--- config.mk ---
export PLATFORM = sky130hd
export DESIGN_NAME = bcd_cascade_counter
export DESIGN_NICKNAME = d
export VERILOG_FILES = /design/src/rtl/bcd_counter_pkg.sv /design/src/rtl/bcd_digit.sv /design/src/rtl/bcd_cascade_counter.sv
export SDC_FILE = /design/constraint.sdc
export NUM_CORES = 1
export LEC_CHECK = 0
export ABC_CLOCK_PERIOD_IN_PS = 6550
export BUFFER_PORTS_ARGS = -buffer_cell sky130_fd_sc_hd__buf_4
export CAP_MARGIN = 20
export CORE_MARGIN = 3
export CORE_UTILIZATION = 35
export DETAILED_ROUTE_END_ITERATION = 6
export GPL_TIMING_DRIVEN = 0
export RECOVER_POWER = 100
export SLEW_MARGIN = 20
export SYNTH_ARGS = -nofsm -noshare
export SYNTH_HDL_FRONTEND = slang
export SYNTH_SLANG_ARGS = --single-unit
--- constraint.sdc ---
create_clock -name clk -period 6.55 [get_ports clk]
set_clock_uncertainty 0.2 [all_clocks]
set_input_delay 0 -clock clk [delete_from_list [all_inputs] [get_ports clk]]
set_output_delay 0 -clock clk [all_outputs]
set_load 0.02 [all_outputs]
--- src/rtl/bcd_counter_pkg.sv ---
// Shared definitions for the cascaded modulo-M counter: digit-width helper
// and the encoding of the count direction.
package bcd_counter_pkg;

  localparam logic DIR_UP   = 1'b0;
  localparam logic DIR_DOWN = 1'b1;

  // Bits needed to hold 0..value-1, never less than one bit.
  function automatic int clog2_min1(input int value);
    int width;
    width = 1;
    while ((1 << width) < value) width = width + 1;
    return width;
  endfunction

endpackage

--- src/rtl/bcd_digit.sv ---
// One digit of the cascade: modulo-MODULUS up/down step with a parallel load
// that clamps out-of-range values to MODULUS-1.
module bcd_digit
  import bcd_counter_pkg::*;
#(
  parameter int MODULUS = 10,
  parameter int DW      = clog2_min1(MODULUS)
) (
  input  logic          clk,
  input  logic          rst_n,
  input  logic          step_i,
  input  logic          dir_i,
  input  logic          load_i,
  input  logic [DW-1:0] load_val_i,
  output logic [DW-1:0] digit_o,
  output logic          is_max_o,
  output logic          is_zero_o
);

  localparam logic [DW-1:0] MAX_VAL = DW'(MODULUS - 1);
  localparam logic [DW:0]   MOD_EXT = (DW + 1)'(MODULUS);

  logic [DW-1:0] digit_q, digit_d;

  // Load outranks stepping; the top only raises step_i when this digit must move.
  always_comb begin
    digit_d = digit_q;
    if (load_i) begin
      digit_d = ({1'b0, load_val_i} >= MOD_EXT) ? MAX_VAL : load_val_i;
    end else if (step_i) begin
      if (dir_i == DIR_UP) digit_d = (digit_q == MAX_VAL) ? '0 : digit_q + 1'b1;
      else                 digit_d = (digit_q == '0) ? MAX_VAL : digit_q - 1'b1;
    end
  end

  always_ff @(posedge clk or posedge rst_n) begin
    if (rst_n) digit_q <= '0;
    else       digit_q <= digit_d;
  end

  assign digit_o   = digit_q;
  assign is_max_o  = (digit_q == MAX_VAL);
  assign is_zero_o = (digit_q == '0);

endmodule

--- src/rtl/bcd_cascade_counter.sv ---
// Multi-digit modulo-M up/down counter with parallel load, wrap or saturate
// at the extremes, and registered overflow/underflow pulses.
module bcd_cascade_counter
  import bcd_counter_pkg::*;
#(
  parameter int DIGITS   = 4,
  parameter int MODULUS  = 10,
  parameter int SATURATE = 0,
  localparam int DW      = clog2_min1(MODULUS)
) (
  input  logic                 clk,
  input  logic                 rst_n,
  input  logic                 en,
  input  logic                 load,
  input  logic                 dir,
  input  logic [DIGITS*DW-1:0] data,
  output logic [DIGITS*DW-1:0] count,
  output logic                 sup,
  output logic                 inf
);

  logic [DIGITS-1:0] isMax, isZero, stepEn;
  logic overflow, underflow, freeze;
  logic upRun, downRun;
  logic sup_q, sup_d, inf_q, inf_d;

  // Digit i steps when every lower digit sits at the turning value for the
  // current direction; saturate mode freezes the whole chain at an extreme.
  always_comb begin
    overflow  = en && !load && (dir == DIR_UP)   && (&isMax);
    underflow = en && !load && (dir == DIR_DOWN) && (&isZero);
    freeze    = (SATURATE != 0) && (overflow || underflow);
    sup_d     = overflow;
    inf_d     = underflow;
    upRun     = 1'b1;
    downRun   = 1'b1;
    stepEn    = '0;
    for (int i = 0; i < DIGITS; i++) begin
      stepEn[i] = en && !freeze && ((dir == DIR_UP) ? upRun : downRun);
      upRun     = upRun && isMax[i];
      downRun   = downRun && isZero[i];
    end
  end

  for (genvar g = 0; g < DIGITS; g++) begin : gDigit
    bcd_digit #(
      .MODULUS(MODULUS),
      .DW     (DW)
    ) uDigit (
      .clk       (clk),
      .rst_n     (rst_n),
      .step_i    (stepEn[g]),
      .dir_i     (dir),
      .load_i    (load),
      .load_val_i(data[g*DW +: DW]),
      .digit_o   (count[g*DW +: DW]),
      .is_max_o  (isMax[g]),
      .is_zero_o (isZero[g])
    );
  end

  always_ff @(posedge clk or posedge rst_n) begin
    if (rst_n) begin
      sup_q <= 1'b0;
      inf_q <= 1'b0;
    end else begin
      sup_q <= sup_d;
      inf_q <= inf_d;
    end
  end

  assign sup = sup_q;
  assign inf = inf_q;

endmodule

# Yosys cells after proc, flatten, opt, wreduce, memory -nomap -nowiden
# Index checks and enable logic that the tools add are counted.
# totals
register_bits,18
in_bits,21
output_inout_bits,18
elab_cells,73
# classes
addsub,8
magnitude_cmp,4
n_eq_ne,4
muxes,27
n_bitwise,1
n_reduce_logical,23
# op_table
operator,n
$mux 4,24
$add 4x1->4 const B,4
$eq 4x4->1 const B,4
$ge 4x4->1 const B,4
$logic_not 4->1,4
$sub 4x1->4 const B,4
$logic_and 1x1->1,12
$reduce_and 4->1,2
$reduce_bool 2->1,4
$mux 1,3
$logic_not 1->1,1
$not 1->1,1

# Depth between registers and ports, before layout
# depth
depth_word,7
mapped_depth,6
mapped_depth_nobuf,4

# Hierarchy
# Synthesis repeated with hierarchy kept, for this count alone.
# hier_totals
hier_cells,223
area_unflattened_um2,1816.7
# modules_own_cells
module,n_inst,cells_each,area_each_um2,seq_area_each_um2
bcd_digit,4,52,416.6,100.1
bcd_cascade_counter,1,15,150.1,50.0

# Least setup slack after synthesis
# OpenSTA, ideal clock, no wires.
# synth_timing
path_type,register to register
start,register gDigit[0].uDigit.digit_q[1]
end,register gDigit[3].uDigit.digit_q[3]
setup_ns,0.124
t_arrival_ns,1.985
required_time_ns,6.226
setup_slack_ns,4.241
stages_incl_launch_ff,6
path_buffers,1
period_less_slack_ns,2.309
cell_sequence,dfrtp_1 > buf_6 > or3b_1 > or4_4 > and2_4 > o31a_1
# synth_via
elab_chain_len,6
word_cells_on_any_way,9
cone_classes,eq/ne (1); mux (1); reduce/logical (7)
# synth_rtl
item,line,text
start: declaration,bcd_digit.sv:23,"logic [DW-1:0] digit_q, digit_d;"
start signal: assignment,bcd_digit.sv:38,else digit_q <= digit_d;
$eq 4x4->1 or $logic_not 4->1 (tied branches),"bcd_digit.sv:42, bcd_digit.sv:43",
"$logic_and 1x1->1, on equally long branches (2 in a row)","bcd_cascade_counter.sv:40, bcd_cascade_counter.sv:41",
$mux 1 (*),bcd_cascade_counter.sv:39,stepEn[i] = en && !freeze && ((dir == DIR_UP) ? upRun : downRun);
$logic_and 1x1->1 (*),bcd_cascade_counter.sv:39,
$reduce_bool 2->1 (no line) (*),n/a,
end signal: assignment,bcd_digit.sv:38,
end: declaration,bcd_digit.sv:23,
# Mark *: on every way between the ends. The rest lies on a longest branch, timed or not.
# A chain may end at the register's enable or synchronous reset.

# Final worst setup path
# Same ends and word-level chain as after synthesis.

==> metrics.md <==
| Metric | Value |
|---|---|
| Die Footprint | `roughly 0.0057 sq mm` |
| Routed WL | `about 5.1 mm` |
| Die width | `about 75 um` |
| Area grow syn2layout | `33.3%` |
| Async set-reset flop share out of synthesis | `1.00` |
| Relative slew margins | `0.504` |
| Cell count of the worst reg-to-reg path | `5` |
| Critical Path Start Type | `flip-flop` |
| Buf+Inv Stages, Crit Path | `1` |
| Synthesized flop and latch total | `18` |
| Minimum clock period | `around 2.4 ns` |
| Pre-CTS setup slack | `~4.2 ns` |
| Worst Path Max Fanout | `10` |
| Max Clk Rate | `around 420 MHz` |
| Post-route setup slack | `about 4.1 ns` |
| Crit path kind | `reg -> reg` |
| Min-delay worst type | `in -> reg` |
| Core area | `between 0.004 and 0.005 sq mm` |
| Count leader, synth | `clkbuf_1` |
| Longest Clk Path Bufs | `2` |
| Critical path required time | `about 6.5 ns` |
| Die height | `between 70 and 80 um` |
| Met2 Wirelength | `2.31 mm` |
| Adder-Cell Fraction of Synth Area | `0` |
| Clk root buf | `clkbuf_8` |
| Synth cell types | `57` |
| Post-Synth XOR/XNOR Area | `0.0415` |
| Number of cells on the critical path | `5` |
| Starting DRT DRC Count | `~150` |
| Vias in the first global route | `roughly 1,700` |
| Total Neg Setup Slack | `0 ns` |
| Post-synth EDFFs | `0` |
| Main combinational cell family by area after synthesis | `simple AND/OR/NAND/NOR gates` |
| Status | `completed` |
| Ports | `39` |
| Wl on met1 | `roughly 2.4 mm` |
| IR drop worst, VDD | `~0.12 mV` |
| WL met3 | `around 300 um` |
| Antenna-violating nets left | `0` |
| HPWL after DPL | `~3.6 mm` |
| Largest net degree at the start of global routing | `19` |
| Leakage | `about 0.86 nW` |
| GRT Util Overall | `0.189` |
| Via Count | `1,889` |
| First-pass GRT wire length | `8.43 mm` |
| Initial Util | `0.375` |
| Post-Syn Nets | `236` |
| Wire per inst | `about 15 um` |
| CTS Buf Count | `3` |
| Total power | `approximately 0.39 mW` |
| Row count | `24` |
| Cell area power density | `around 170 mW/mm^2` |
| MaxCap Viol Count | `0` |
| Post-Syn Area | `around 0.0017 sq mm` |
| Via density | `around 5.7` |
| Grt total ovfl | `0` |
| Synth area leader | `dfrtp_1` |
| DR pass1 iterations | `5` |
| Crit-path cells | `buf_6, or3b_1, or4_4, and2_0, o31a_1` |
| Worst path top cell family by delay | `simple AND/OR/NAND/NOR gates` |
| Post-Synth Simple-Gate Area | `0.327` |
| N_diodes | `0` |
| Final Hold Vio Count | `0` |
| Hold depth | `4` |
| Synth Flop Type | `dfrtp_1` |
| # port buffers | `38` |
| Layout cells sized above 1 | `0.104` |
| # setup viols final | `0` |
| Htree depth | `1` |
| Multiplexer share of the synthesized area | `0.0119` |
| RSZ-0062 raised after global routing | `false` |
| Detailed-route DRC error count | `0` |
| CTS tree | `built` |
| Slowest stage delay, CP | `0.59 ns` |
| Seq/Total Area, Yosys | `0.267` |
| Fin. max-slew vios | `0` |
| Crit. End Element | `flip-flop` |
| Most area-consuming cells after synthesis | `dfrtp_1 27%, o21ai_0 5.6%, clkbuf_1 4.7%` |
| Synth Area in Compound Gates | `0.273` |
| Tcrit/Tclk final | `0.366` |
| Ys Warns | `0` |
| Reg-to-reg setup timing slack | `roughly 4.1 ns` |
| Reg clk slew, reported paths | `0.08 ns` |
| Top cell type's share of synthesized area | `0.267` |
| Most frequent cells after synthesis | `21 x clkbuf_1, 19 x o21ai_0, 18 x dfrtp_1` |
| Synth Instances | `215` |
| Top sig layer | `met4` |
| Initial antenna violation count | `0` |
| Worst skew pair latency | `around 0.26 ns` |
| # nets final | `between 300 and 400` |
| Layout fillers | `475` |
| Clk sinks | `18` |
| Worst Max-Slew Pin Slew | `between 0.7 and 0.8 ns` |
| Slowest cell on crit path | `or4_4` |
| RePlAce Congestion | `0.875` |
| Crit path arrival time | `2.35 ns` |
| Avg Inst Size Synth | `around 7.9 sq um` |
[kinds of logic after synthesis]
| logic type | Yosys count |
|---|---|
| AND/OR/NAND/NOR | 87 |
| AO/OA/AOI/OAI | 67 |
| buffers and inverters | 33 |
| flip-flops | 18 |
| XOR/XNOR | 8 |
| multiplexers | 2 |
[report_power, final]
part	switching, mW	leakage (nW)	internal (mW)	total, mW
sequential	0.0108	0.221	0.121	0.132
combinational	0.0918	0.607	0.0679	0.160
clock	0.0421	0.0288	0.0536	0.0957
total	0.145	0.857	0.243	0.388
[registers in the layout, indices dropped and copies added, names as in the netlist]
signal	flops
gDigit.uDigit.digit_o	16
sup	1
inf	1
[cell type report]
class	count	area, sq um	share of cell area
tap	52	65.1	0.0289
sequential	18	450	0.200
clock buffer	4	55.1	0.0245
buffer	23	97.6	0.0434
timing repair buffer	61	444	0.197
inverter	10	37.5	0.0167
multi-input combinational	164	1100	0.489
[metrics by stage]
step | instances | instance area (sq um) | hold WS [ns] | util
3_3_place_gp | 305 | 2040 | -0.0212 | 0.453
5_1_grt | 332 | 2250 | 0.0844 | 0.500
2_1_floorplan | 215 | 1690 | -0.261 | -
6_report | 332 | 2250 | 0.0423 | 0.500
3_5_place_dp | 305 | 2040 | -0.0204 | 0.453
4_1_cts | 332 | 2320 | 0.0274 | 0.516
[per-layer routing]
layer  vias to the layer above  GRT usage
met3                         7     0.0422
met5                         -          0
met1                       887      0.263
li1                        936          -
met4                         0     0.0447
met2                        59      0.297
[placed cells by master (no fill, tap or decap), types with 5 or more instances in the layout]
cell type / instances
nand2b_1: 7
nor2_1: 11
nand3b_1: 8
nor2b_1: 7
a21oi_1: 8
nor4_1: 6
xnor2_1: 7
clkbuf_1: 40
nor3_1: 6
dlygate4sd3_1: 23
buf_4: 19
o21ai_0: 19
dfrtp_1: 18
nand3_1: 5
inv_1: 10
nand2_1: 9
[tightest hold or removal path: stages]
cell,delay (ns)
clkbuf_1,0.10
inv_1,0.13
a41o_1,0.17
a21oi_1,0.06
[worst paths after layout]
kind / to / from
min: gDigit[1].uDigit.digit_o[2] / load
max in group asynchronous: gDigit[2].uDigit.digit_o[1] / rst_n
min in group asynchronous: gDigit[0].uDigit.digit_o[2] / rst_n
max: gDigit[3].uDigit.digit_o[3] / gDigit[0].uDigit.digit_o[1]
max reg2reg: gDigit[3].uDigit.digit_o[3] / gDigit[0].uDigit.digit_o[1]
min reg2reg: inf / gDigit[3].uDigit.digit_o[0]
[timing repair]
action,in CTS,in global routing
hold buffers,23,0
resized for setup,0,0
endpoints found under the hold margin,34,0
buffers inserted,0,0
endpoints found under the setup margin,0,0
(Power assumes the default switching activity.)
